**config.mk**
```make
export PLATFORM = sky130hd
export DESIGN_NAME = uart_tx_frame
export DESIGN_NICKNAME = d
export VERILOG_FILES = /design/src/rtl/uart_tx_frame.sv
export SDC_FILE = /design/constraint.sdc
export NUM_CORES = 1
export LEC_CHECK = 0
export ABC_AREA = 0
export CORE_UTILIZATION = 38
export CTS_BUF_LIST = sky130_fd_sc_hd__clkbuf_8 sky130_fd_sc_hd__clkbuf_16
export CTS_CLUSTER_DIAMETER = 200
export CTS_CLUSTER_SIZE = 12
export DETAILED_ROUTE_END_ITERATION = 8
export PLACE_DENSITY = 0.65
export SLEW_MARGIN = 10
export SYNTH_ARGS = -nofsm -noshare
export SYNTH_HDL_FRONTEND = slang
export SYNTH_SLANG_ARGS = --single-unit
```
**constraint.sdc**
```tcl
create_clock -name clk -period 2.3 [get_ports clk]
set_input_delay 0.23 -clock clk [delete_from_list [all_inputs] [get_ports clk]]
set_output_delay 0.23 -clock clk [all_outputs]
set_load 0.02 [all_outputs]
```
**src/rtl/uart_tx_frame.sv**
```systemverilog
`timescale 1ns/1ps
`default_nettype none
// ============================================================================
// Module  : uart_tx_frame
// Brief   : Parallel-to-serial UART frame transmitter (start, data LSB first,
//           optional parity, stop). Every output is registered.
// Revision: 1.0 - initial release
// ============================================================================
module uart_tx_frame #(
    parameter int NUM_BITS   = 8,
    parameter int BIT_PERIOD = 10,
    parameter int PARITY_EN  = 0,
    parameter int PARITY_ODD = 0
) (
    input  logic                clk,
    input  logic                n_rst,
    input  logic                tx_start,
    input  logic [NUM_BITS-1:0] tx_data,
    output logic                serial_out,
    output logic                tx_busy,
    output logic                tx_done
);

    localparam int c_TIMER_W = (BIT_PERIOD > 1) ? $clog2(BIT_PERIOD) : 1;
    localparam int c_INDEX_W = $clog2(NUM_BITS + 1);

    localparam logic [c_TIMER_W-1:0] c_TIMER_MAX = c_TIMER_W'(BIT_PERIOD - 1);
    localparam logic [c_INDEX_W-1:0] c_INDEX_MAX = c_INDEX_W'(NUM_BITS - 1);

    localparam logic [2:0] c_IDLE   = 3'd0;
    localparam logic [2:0] c_START  = 3'd1;
    localparam logic [2:0] c_DATA   = 3'd2;
    localparam logic [2:0] c_PARITY = 3'd3;
    localparam logic [2:0] c_STOP   = 3'd4;

    logic [2:0]           r_state,  w_state;
    logic [c_TIMER_W-1:0] r_timer,  w_timer;
    logic [c_INDEX_W-1:0] r_index,  w_index;
    logic [NUM_BITS-1:0]  r_shift,  w_shift;
    logic                 r_parity, w_parity;
    logic                 r_serial, w_serial;
    logic                 r_busy,   w_busy;
    logic                 r_done,   w_done;
    logic                 w_bit_end;

    always_ff @(posedge clk or negedge n_rst) begin
        if (!n_rst) begin
            r_state  <= c_IDLE;
            r_timer  <= '0;
            r_index  <= '0;
            r_shift  <= '1;
            r_parity <= 1'b0;
            r_serial <= 1'b1;
            r_busy   <= 1'b0;
            r_done   <= 1'b0;
        end else begin
            r_state  <= w_state;
            r_timer  <= w_timer;
            r_index  <= w_index;
            r_shift  <= w_shift;
            r_parity <= w_parity;
            r_serial <= w_serial;
            r_busy   <= w_busy;
            r_done   <= w_done;
        end
    end

    always_comb begin
        w_state   = r_state;
        w_timer   = r_timer;
        w_index   = r_index;
        w_shift   = r_shift;
        w_parity  = r_parity;
        w_serial  = r_serial;
        w_busy    = r_busy;
        w_done    = 1'b0;
        w_bit_end = (r_timer == c_TIMER_MAX);

        // Timer restarts at every bit boundary so each bit lasts BIT_PERIOD clocks
        if (r_state != c_IDLE) begin
            w_timer = w_bit_end ? '0 : r_timer + 1'b1;
        end

        case (r_state)
            c_IDLE: begin
                w_serial = 1'b1;
                if (tx_start) begin
                    w_state  = c_START;
                    w_shift  = tx_data;
                    w_parity = (^tx_data) ^ (PARITY_ODD != 0);
                    w_serial = 1'b0;
                    w_busy   = 1'b1;
                    w_timer  = '0;
                    w_index  = '0;
                end
            end
            c_START: begin
                if (w_bit_end) begin
                    w_state  = c_DATA;
                    w_serial = r_shift[0];
                    w_shift  = {1'b1, r_shift[NUM_BITS-1:1]};
                    w_index  = '0;
                end
            end
            c_DATA: begin
                if (w_bit_end) begin
                    if (r_index == c_INDEX_MAX) begin
                        if (PARITY_EN != 0) begin
                            w_state  = c_PARITY;
                            w_serial = r_parity;
                        end else begin
                            w_state  = c_STOP;
                            w_serial = 1'b1;
                        end
                    end else begin
                        w_index  = r_index + 1'b1;
                        w_serial = r_shift[0];
                        w_shift  = {1'b1, r_shift[NUM_BITS-1:1]};
                    end
                end
            end
            c_PARITY: begin
                if (w_bit_end) begin
                    w_state  = c_STOP;
                    w_serial = 1'b1;
                end
            end
            c_STOP: begin
                if (w_bit_end) begin
                    w_state  = c_IDLE;
                    w_serial = 1'b1;
                    w_busy   = 1'b0;
                    w_done   = 1'b1;
                    w_index  = '0;
                end
            end
            default: begin
                w_state  = c_IDLE;
                w_serial = 1'b1;
                w_busy   = 1'b0;
                w_timer  = '0;
                w_index  = '0;
            end
        endcase
    end

    assign serial_out = r_serial;
    assign tx_busy    = r_busy;
    assign tx_done    = r_done;

endmodule
`default_nettype wire

```
==> results of run 1 <==
area by class of cell:
cell class | count | area (um2) | share of cell area
well taps | 44 | 55.1 | 0.0356
inverters | 5 | 18.8 | 0.0121
multi-input cells | 81 | 693 | 0.449
flip-flops and latches | 22 | 562 | 0.364
clock inverters | 1 | 30.0 | 0.0194
clock buffers | 3 | 41.3 | 0.0267
repair buffers | 15 | 145 | 0.0939
sequential cells by signal (all words and copies together), names as in the netlist:
| register | cells |
|---|---|
| serial_out | 1 |
| r_shift | 8 |
| r_index | 4 |
| tx_done | 1 |
| tx_busy | 1 |
| r_timer | 4 |
| r_state | 3 |
synth_stat cells (2+ instances only):
| library cell | number | area share |
|---|---|---|
| a21o_1 | 2 | 0.011 |
| a21oi_1 | 5 | 0.019 |
| a31oi_1 | 2 | 0.0095 |
| and3b_1 | 3 | 0.020 |
| buf_6 | 2 | 0.017 |
| dfrtp_1 | 13 | 0.25 |
| dfstp_2 | 9 | 0.18 |
| ha_1 | 3 | 0.029 |
| inv_1 | 5 | 0.014 |
| mux2_1 | 7 | 0.060 |
| mux2_4 | 8 | 0.092 |
| nand2_1 | 11 | 0.031 |
| nand3_1 | 5 | 0.019 |
| nor2_1 | 3 | 0.0086 |
| nor2_4 | 2 | 0.017 |
| nor3_1 | 3 | 0.011 |
| o21ai_0 | 5 | 0.019 |
| or3_1 | 3 | 0.014 |
| xnor2_1 | 2 | 0.013 |
logic make-up after synthesis:
group / count (synthesis) / share of synthesized area
mux: 16 / 0.159
simple gates: 36 / 0.174
fa+ha+maj: 3 / 0.0286
compound gates: 22 / 0.125
xor+xnor: 4 / 0.0410
buf+inv: 10 / 0.0438
flops: 22 / 0.428
worst min path at each step:
| stage | endpoint | cells after the start |
|---|---|---|
| after floorplan | r_index[0] | 0 |
| after global placement | serial_out | 2 |
| after detailed placement | serial_out | 2 |
| after CTS | r_timer[2] | 2 |
| after global routing | r_timer[2] | 2 |
| final | r_timer[2] | 2 |
per-stage QoR:
step           hold WS, ns  cell area [um2]  utilization  total power [W]  cells
2_1_floorplan      -0.0656             1310            -         0.000395    113
3_3_place_gp         0.519             1470        0.467         0.000422    167
3_5_place_dp         0.519             1470        0.467         0.000422    167
4_1_cts              0.303             1550        0.490         0.000791    171
5_1_grt              0.326             1550        0.490         0.000806    171
6_report             0.297             1550        0.490         0.000779    171
where the power goes:
group	leakage [nW]	internal [W]	switching [W]
logic	0.360	0.0000161	0.0000110
clock network	0.0357	0.000233	0.000131
registers	0.250	0.000387	0
worst max-delay path, cell delays in order, from the launching register on:
cell and delay [ns]:
dfrtp_1 0.42, ha_1 0.25, and3b_1 0.22, nor3_2 0.16, o2111a_1 0.20, buf_4 0.19
mux2_4 0.31
routing by layer:
metal  global-route usage  share of wire
met3               0.0448          0.052
met1                0.199           0.50
met4               0.0390          0.013
met2                0.218           0.44
met5                    0              0
==> metrics, run 1 <==
fraction of layout cells with a size suffix above 1=0.260; FF-to-FF Start=r_index[0]; initial antenna violation count=0; initial DRC count=34; LEAKAGE=0.646 nW; R2R depth=6; later-pin clock latency in the skew report=0.27 ns; final setup margin=0.480 ns; Clock Skew=0.00546 ns; final max-slew violation count=0; P per Cell Area=504 nW/um2; Peak VDD IR=0.439 mV; FF-to-FF setup slack=0.48 ns; RR Endpoint=r_shift[3]; synthesized area=1310 um2; Rows=20; Die Ht=60.8 um; TritonCTS clock tree=built; Total GRT Usage=0.144; final period utilization=0.792; Fin. Hold Viols=0; Clock Tree Root=clkbuf_8; Post-synth EDFFs=0; Mapped Cells=113; RSZ-0062 raised after global routing=no; hold crit path type=input port to async pin; Post-Syn Nets=127; post-CTS sizing=0; buffers from clock root to sink, at most=2; residual DRC count=0; Seq/Total Area, Yosys=0.428; total I/O pin count=14; Port-buffer cells=13; Post-layout nets=142; asr flop ratio synth=1.00; routed vias/inst=5.11; crit path DAT=2.02 ns; Min Clock Period, post-route=1.82 ns; Setup TNS=0 ns; vias in the first global route=845; nature of the critical path endpoint=flip-flop; Initial Util=0.416; vias=873; CP required=2.50 ns; Crit. Startpoint=r_index[0]; setup bufs post-CTS=0; drt first pass iters=4; worst setup path class=flip-flop to flip-flop; core area=3150 um2; antenna-violating nets left=0; DIE WIDTH=60.8 um; Max FO, Critical Path=8; Worst setup SP type=flip-flop; Slew HR=0.624; placer congestion estimate=0.771; Mean Syn Cell Area=11.6 um2; outcome=finished, final reports clean; largest net degree at the start of global routing=23; crit path to=r_shift[3]; commonest non-fill, non-tap cells in the layout=clkdlybuf4s50_1 (13), dfrtp_1 (13), nand2_1 (11); Synth warnings=0; number of distinct library cells after synthesis=39; Max-cap violations=0; Final setup violation count=0; DP HPWL=1.59 mm; cts bufs inserted=3; grt ovf=0; cts hold-fix bufs=0; dominant synthesized flop cell=dfrtp_1; Worst-Margin Slew=0.564 ns; Seq cells post-synth=22; pre-CTS WS=0.467 ns; P&R area growth vs syn=17.7%; Fill cells=303; Post-Route WL=2.23 mm; die area=3690 um2; first-pass GRT wire length=3.88 mm; H-tree Lvls=1; routed len/inst=13.1 um; CTS sink count=22; FMAX=549 MHz; CTS clk-pin slew, worst paths=0.08 ns; Antenna Cells=0
Note: power is estimated with default switching activity, not from simulation.
==> run 2: changes to the inputs <==
==> constraint.sdc (replaced) <==
create_clock -name clk -period 1.87 [get_ports clk]
set_input_delay 0.187 -clock clk [delete_from_list [all_inputs] [get_ports clk]]
set_output_delay 0.187 -clock clk [all_outputs]
set_load 0.02 [all_outputs]
==> run 2 against run 1 <==
  * Routed wire length grew 6.9%
  * Critical path depth stayed put
  * Combinational power is 22% higher
  * Highest routed layer unchanged
  * Non-clock buffer count increased by 3
  * Critical path type unchanged
  * Largest power group unchanged
  * Register-to-register slack got worse by 0.41 ns
==> metrics, run 2 (synthesized netlist as in run 1, its figures left out) <==
outcome=finished, final reports clean; die area=3690 um2 (unchanged); crit path max-delay cell type=dfrtp_1; crit path DAT=1.99 ns (-0.03 ns); DP HPWL=1.68 mm (+5.3%); Setup TNS=0 ns (unchanged); Final setup violation count=0 (unchanged); routed vias/inst=5.26 (+3.0%); Antenna Cells=0 (unchanged); Fin. Hold Viols=0 (unchanged); initial antenna violation count=0 (unchanged); final max-slew violation count=0 (unchanged); Peak VDD IR=0.295 mV (-33%); total I/O pin count=14 (unchanged); R2R depth=6 (unchanged); Max-cap violations=0 (unchanged); buffers from clock root to sink, at most=2 (unchanged); RSZ-0062 raised after global routing=no; TritonCTS clock tree=built; antenna-violating nets left=0 (unchanged); residual DRC count=0 (unchanged); P per Cell Area=514 nW/um2 (+2.1%); Slew HR=0.672 (+0.0482); Port-buffer cells=13 (unchanged); Clock Skew=0.00180 ns (-0.00366 ns); Regs by FF count=r_shift x8, r_index x4, r_timer x4; Finished Core Util=0.499 (+0.00913); Worst setup SP type=flip-flop; routed len/inst=13.7 um (+5.1%); Post-Route WL=2.39 mm (+6.9%); hold slack=0.263 ns (-0.0332 ns); largest net degree at the start of global routing=23 (unchanged); Min Clock Period, post-route=1.80 ns (-0.0229 ns); Max FO, Critical Path=8 (unchanged); first-pass GRT wire length=4.27 mm (+10%); initial DRC count=30 (-12%); CTS clk-pin slew, worst paths=0.08 ns (about the same); Post-layout nets=145 (+2.1%); FMAX=556 MHz (+1.3%); commonest non-fill, non-tap cell in the layout=clkdlybuf4s50_1; vias in the first global route=946 (+12%); Largest stage delay, worst path=0.41 ns (about the same); Buf+Inv Stages, Crit Path=1 (unchanged); grt ovf=0 (unchanged); P&R area growth vs syn=19.9%; DIE WIDTH=60.8 um (unchanged); CTS sink count=22 (unchanged); RR Endpoint=r_shift[5]; Clock Tree Root=clkbuf_8; core area=3150 um2 (unchanged); Worst-Margin Slew=0.491 ns (-0.0723 ns); hold crit path type=input port to async pin; Rows=20 (unchanged); CP required=2.06 ns (-0.44 ns); FF-to-FF setup slack=0.07 ns (-0.41 ns); Total GRT Usage=0.156 (+0.0122); delay-heaviest family, CP=flip-flops; worst setup path class=flip-flop to flip-flop; max reg flops=8 (unchanged); FF-to-FF Start=r_index[0]; LEAKAGE=0.653 nW (+1.0%); final period utilization=0.961 (+0.170); CP cell instances=ha_1 > and3b_1 > nor3_4 > o2111a_1 > buf_12 > mux2_4; placer congestion estimate=0.748 (-3.0%); Crit. Startpoint=r_index[0]; vias=915 (+4.8%); Die Ht=60.8 um (unchanged); Largest Register=r_shift; fraction of layout cells with a size suffix above 1=0.285 (+0.0248); drt first pass iters=4 (unchanged); H-tree Lvls=1 (unchanged); later-pin clock latency in the skew report=0.26 ns (about the same); Initial Util=0.416 (unchanged); nature of the critical path endpoint=flip-flop; cts hold-fix bufs=0 (unchanged); cts bufs inserted=3 (unchanged); commonest non-fill, non-tap cells in the layout=clkdlybuf4s50_1 (13), dfrtp_1 (12), nand2_1 (11)
## run 2: cell count changes in the layout (fill, tap and decap cells not counted), sizes merged
cell	before	now
inv	5	6
bufinv	1	0
buf	2	5
## run 2: metrics by stage
| stage | area (um2) | total power, W | cells | worst slack, ns |
|---|---|---|---|---|
| finish | 1570 | 0.000810 | 174 | 0.0724 |
| detailed placement | 1490 | 0.000519 | 168 | 0.0573 |
| global route | 1570 | 0.000850 | 174 | 0.0116 |
| floorplan | 1310 | 0.000486 | 113 | 0.182 |
| CTS | 1540 | 0.000827 | 172 | 0.0452 |
| global placement | 1490 | 0.000519 | 168 | 0.0801 |
## run 2: metal layers
layer	wire length, um	share of wire	up-vias	GRT usage
met3	135	0.057	2	0.0320
li1	-	-	441	-
met1	1160	0.48	448	0.221
met2	1090	0.45	24	0.232
met5	0	0	-	0
met4	10	0.0042	0	0.0649
## run 2: area by class of cell
cell class                 count  area (um2)
timing repair buffer          18         180
sequential                    22         563
inverter                       5        18.8
multi-input combinational     81         712
fill                         302        1580
tap                           44        55.1
clock inverter                 1        3.75
clock buffer                   3        41.3
## run 2: repair_timing
action / in CTS / in global routing
resized for setup: 0 / 4
setup buffers: 0 / 2
endpoints found under the hold margin: 0 / 0
setup endpoints to repair: 0 / 10
## run 2: worst max-delay path by stage
stage / endpoint / depth (start not counted)
finish: r_shift[5] / 6
global route: r_shift[0] / 6
CTS: r_shift[2] / 7
detailed placement: r_shift[5] / 7
global placement: r_shift[0] / 6
floorplan: r_shift[0] / 6
## run 2: power by group
group / switching [W] / total (W) / internal [W]
Clock: 0.000154 / 0.000300 / 0.000146
Sequential: 0 / 0.000476 / 0.000476
Combinational: 0.0000133 / 0.0000332 / 0.0000199
Total: 0.000167 / 0.000810 / 0.000643
==> run 3: changes to the inputs <==
--- a/config.mk
+++ b/config.mk
@@ -11,7 +11,7 @@
 export CTS_CLUSTER_DIAMETER = 200
 export CTS_CLUSTER_SIZE = 12
 export DETAILED_ROUTE_END_ITERATION = 8
-export PLACE_DENSITY = 0.65
+export PLACE_DENSITY = 0.58
 export SLEW_MARGIN = 10
 export SYNTH_ARGS = -nofsm -noshare
 export SYNTH_HDL_FRONTEND = slang
==> run 3 against run 2 <==
  * Sequential cell count did not move
  * Critical endpoint is now r_shift[4]
  * Critical path depth unchanged
  * Final area up 1.1%
  * Largest power group unchanged
==> metrics, run 3 (synthesized netlist as in run 1, its figures left out) <==
Port-buffer cells=13 (unchanged); buffers from clock root to sink, at most=2 (unchanged); CP cell instances=ha_2 > and3b_2 > nor3_4 > o2111a_1 > buf_12 > mux2_4; DIE WIDTH=60.8 um (unchanged); Fin. Hold Viols=0 (unchanged); Final setup violation count=0 (unchanged); final setup margin=0.0271 ns (-0.0453 ns); Finished Core Util=0.505 (+0.00556); Clock Skew=0.00131 ns (-0.000493 ns); switching portion of total power=0.191 (-0.0151); RSZ-0062 raised after global routing=yes; TritonCTS clock tree=built; Max FO, Critical Path=8 (unchanged); routed len/inst=14.4 um (+4.6%); Regs by FF count=r_shift x8, r_index x4, r_timer x4; Worst setup SP type=flip-flop; later-pin clock latency in the skew report=0.26 ns (about the same); worst setup path class=flip-flop to flip-flop; antenna-violating nets left=0 (unchanged); setup bufs post-CTS=0 (unchanged); placer congestion estimate=0.728 (-2.7%); P&R area growth vs syn=21.3%; final max-slew violation count=0 (unchanged); hold crit path type=input port to async pin; max reg flops=8 (unchanged); pre-CTS WS=0.0625 ns (+0.00519 ns); initial DRC count=42 (+40%); H-tree Lvls=1 (unchanged); commonest non-fill, non-tap cells in the layout=clkdlybuf4s50_1 (13), dfrtp_1 (13), nand2_1 (11); crit path DAT=2.03 ns (+0.04 ns); vias=942 (+3.0%); Initial Util=0.416 (unchanged); routed vias/inst=5.35 (+1.8%); Slew HR=0.664 (-0.00848); switching pwr=0.000162 W (-3.2%); cts hold-fix bufs=0 (unchanged); Post-Route WL=2.53 mm (+5.8%); LEAKAGE=0.666 nW (+2.1%); Max-cap violations=0 (unchanged); Largest stage delay, worst path=0.41 ns (about the same); Buf+Inv Stages, Crit Path=1 (unchanged); fraction of layout cells with a size suffix above 1=0.311 (+0.0260); hold slack=0.281 ns (+0.0182 ns); CTS sink count=22 (unchanged); Peak VDD IR=0.302 mV (+2.4%); Min Clock Period, post-route=1.84 ns (+0.0453 ns); vias in the first global route=990 (+4.7%); outcome=finished, final reports clean; Antenna Cells=0 (unchanged); die area=3690 um2 (unchanged); first-pass GRT wire length=4.57 mm (+7.1%); Post-layout nets=147 (+1.4%); Worst-Margin Slew=0.504 ns (+0.0127 ns); Clock power frac=0.397 (+0.026); FMAX=543 MHz (-2.5%); P per Cell Area=531 nW/um2 (+3.3%); CTS clk-pin slew, worst paths=0.08 ns (about the same); initial antenna violation count=0 (unchanged); delay-heaviest family, CP=simple AND/OR/NAND/NOR gates; final period utilization=0.986 (+0.0242); Internal Power=0.000684 W (+6.4%); Largest Register=r_shift; CP required=2.06 ns (about the same); Rows=20 (unchanged); crit path max-delay cell type=dfrtp_1; grt ovf=0 (unchanged); core area=3150 um2 (unchanged); nature of the critical path endpoint=flip-flop; cts bufs inserted=3 (unchanged); total I/O pin count=14 (unchanged); Clock Tree Root=clkbuf_8; Sequential Power Share=0.563 (-0.025); Setup TNS=0 ns (unchanged); Total GRT Usage=0.167 (+0.0110); DP HPWL=1.82 mm (+8.4%); total power=0.000846 W (+4.4%); largest net degree at the start of global routing=23 (unchanged); drt first pass iters=4 (unchanged); Die Ht=60.8 um (unchanged); residual DRC count=0 (unchanged); Comb power frac=0.039 (-0.002)
## run 3: per-layer routing
layer	share of wire	GRT usage
met4	0.013	0.0584
met1	0.47	0.225
met3	0.047	0.0277
met2	0.47	0.272
met5	0	0
## run 3: final timing paths
check                      cells past startpoint         end  startpoint  slack [ns]
setup / recovery                               6  r_shift[4]  r_index[1]        0.03
max in group asynchronous                      2  r_shift[0]       n_rst        1.31
setup reg to reg                               6  r_shift[4]  r_index[1]        0.03
hold reg to reg                                2  serial_out  serial_out        0.55
hold / removal                                 2     tx_done       n_rst        0.28
min in group clk                               2  serial_out  serial_out        0.55
## run 3: repair_timing
action / CTS / global route
setup endpoints to repair: 0 / 8
resized for setup: 0 / 4
endpoints found under the hold margin: 0 / 0
## run 3: final cells by class
class / count / area [um2]
clock buffer: 4 / 55.1
tap: 44 / 55.1
sequential: 22 / 562
fill: 305 / 1560
inverter: 5 / 18.8
multi-input combinational: 81 / 706
timing repair buffer: 20 / 195
## run 3: power by group through the flow
stage	combinational, W	sequential [W]	clock, W
final	0.0000332	0.000476	0.000336
after global routing	0.0000368	0.000476	0.000368
after CTS	0.0000347	0.000476	0.000347
after detailed placement	0.0000343	0.000485	0
after global placement	0.0000336	0.000485	0
after floorplan	0.000000873	0.000485	0
## run 3: per-stage QoR
step	instance area, um2	std cells
finish	1590	176
floorplan	1310	113
detailed placement	1520	172
global placement	1520	172
global route	1590	176
CTS	1580	176
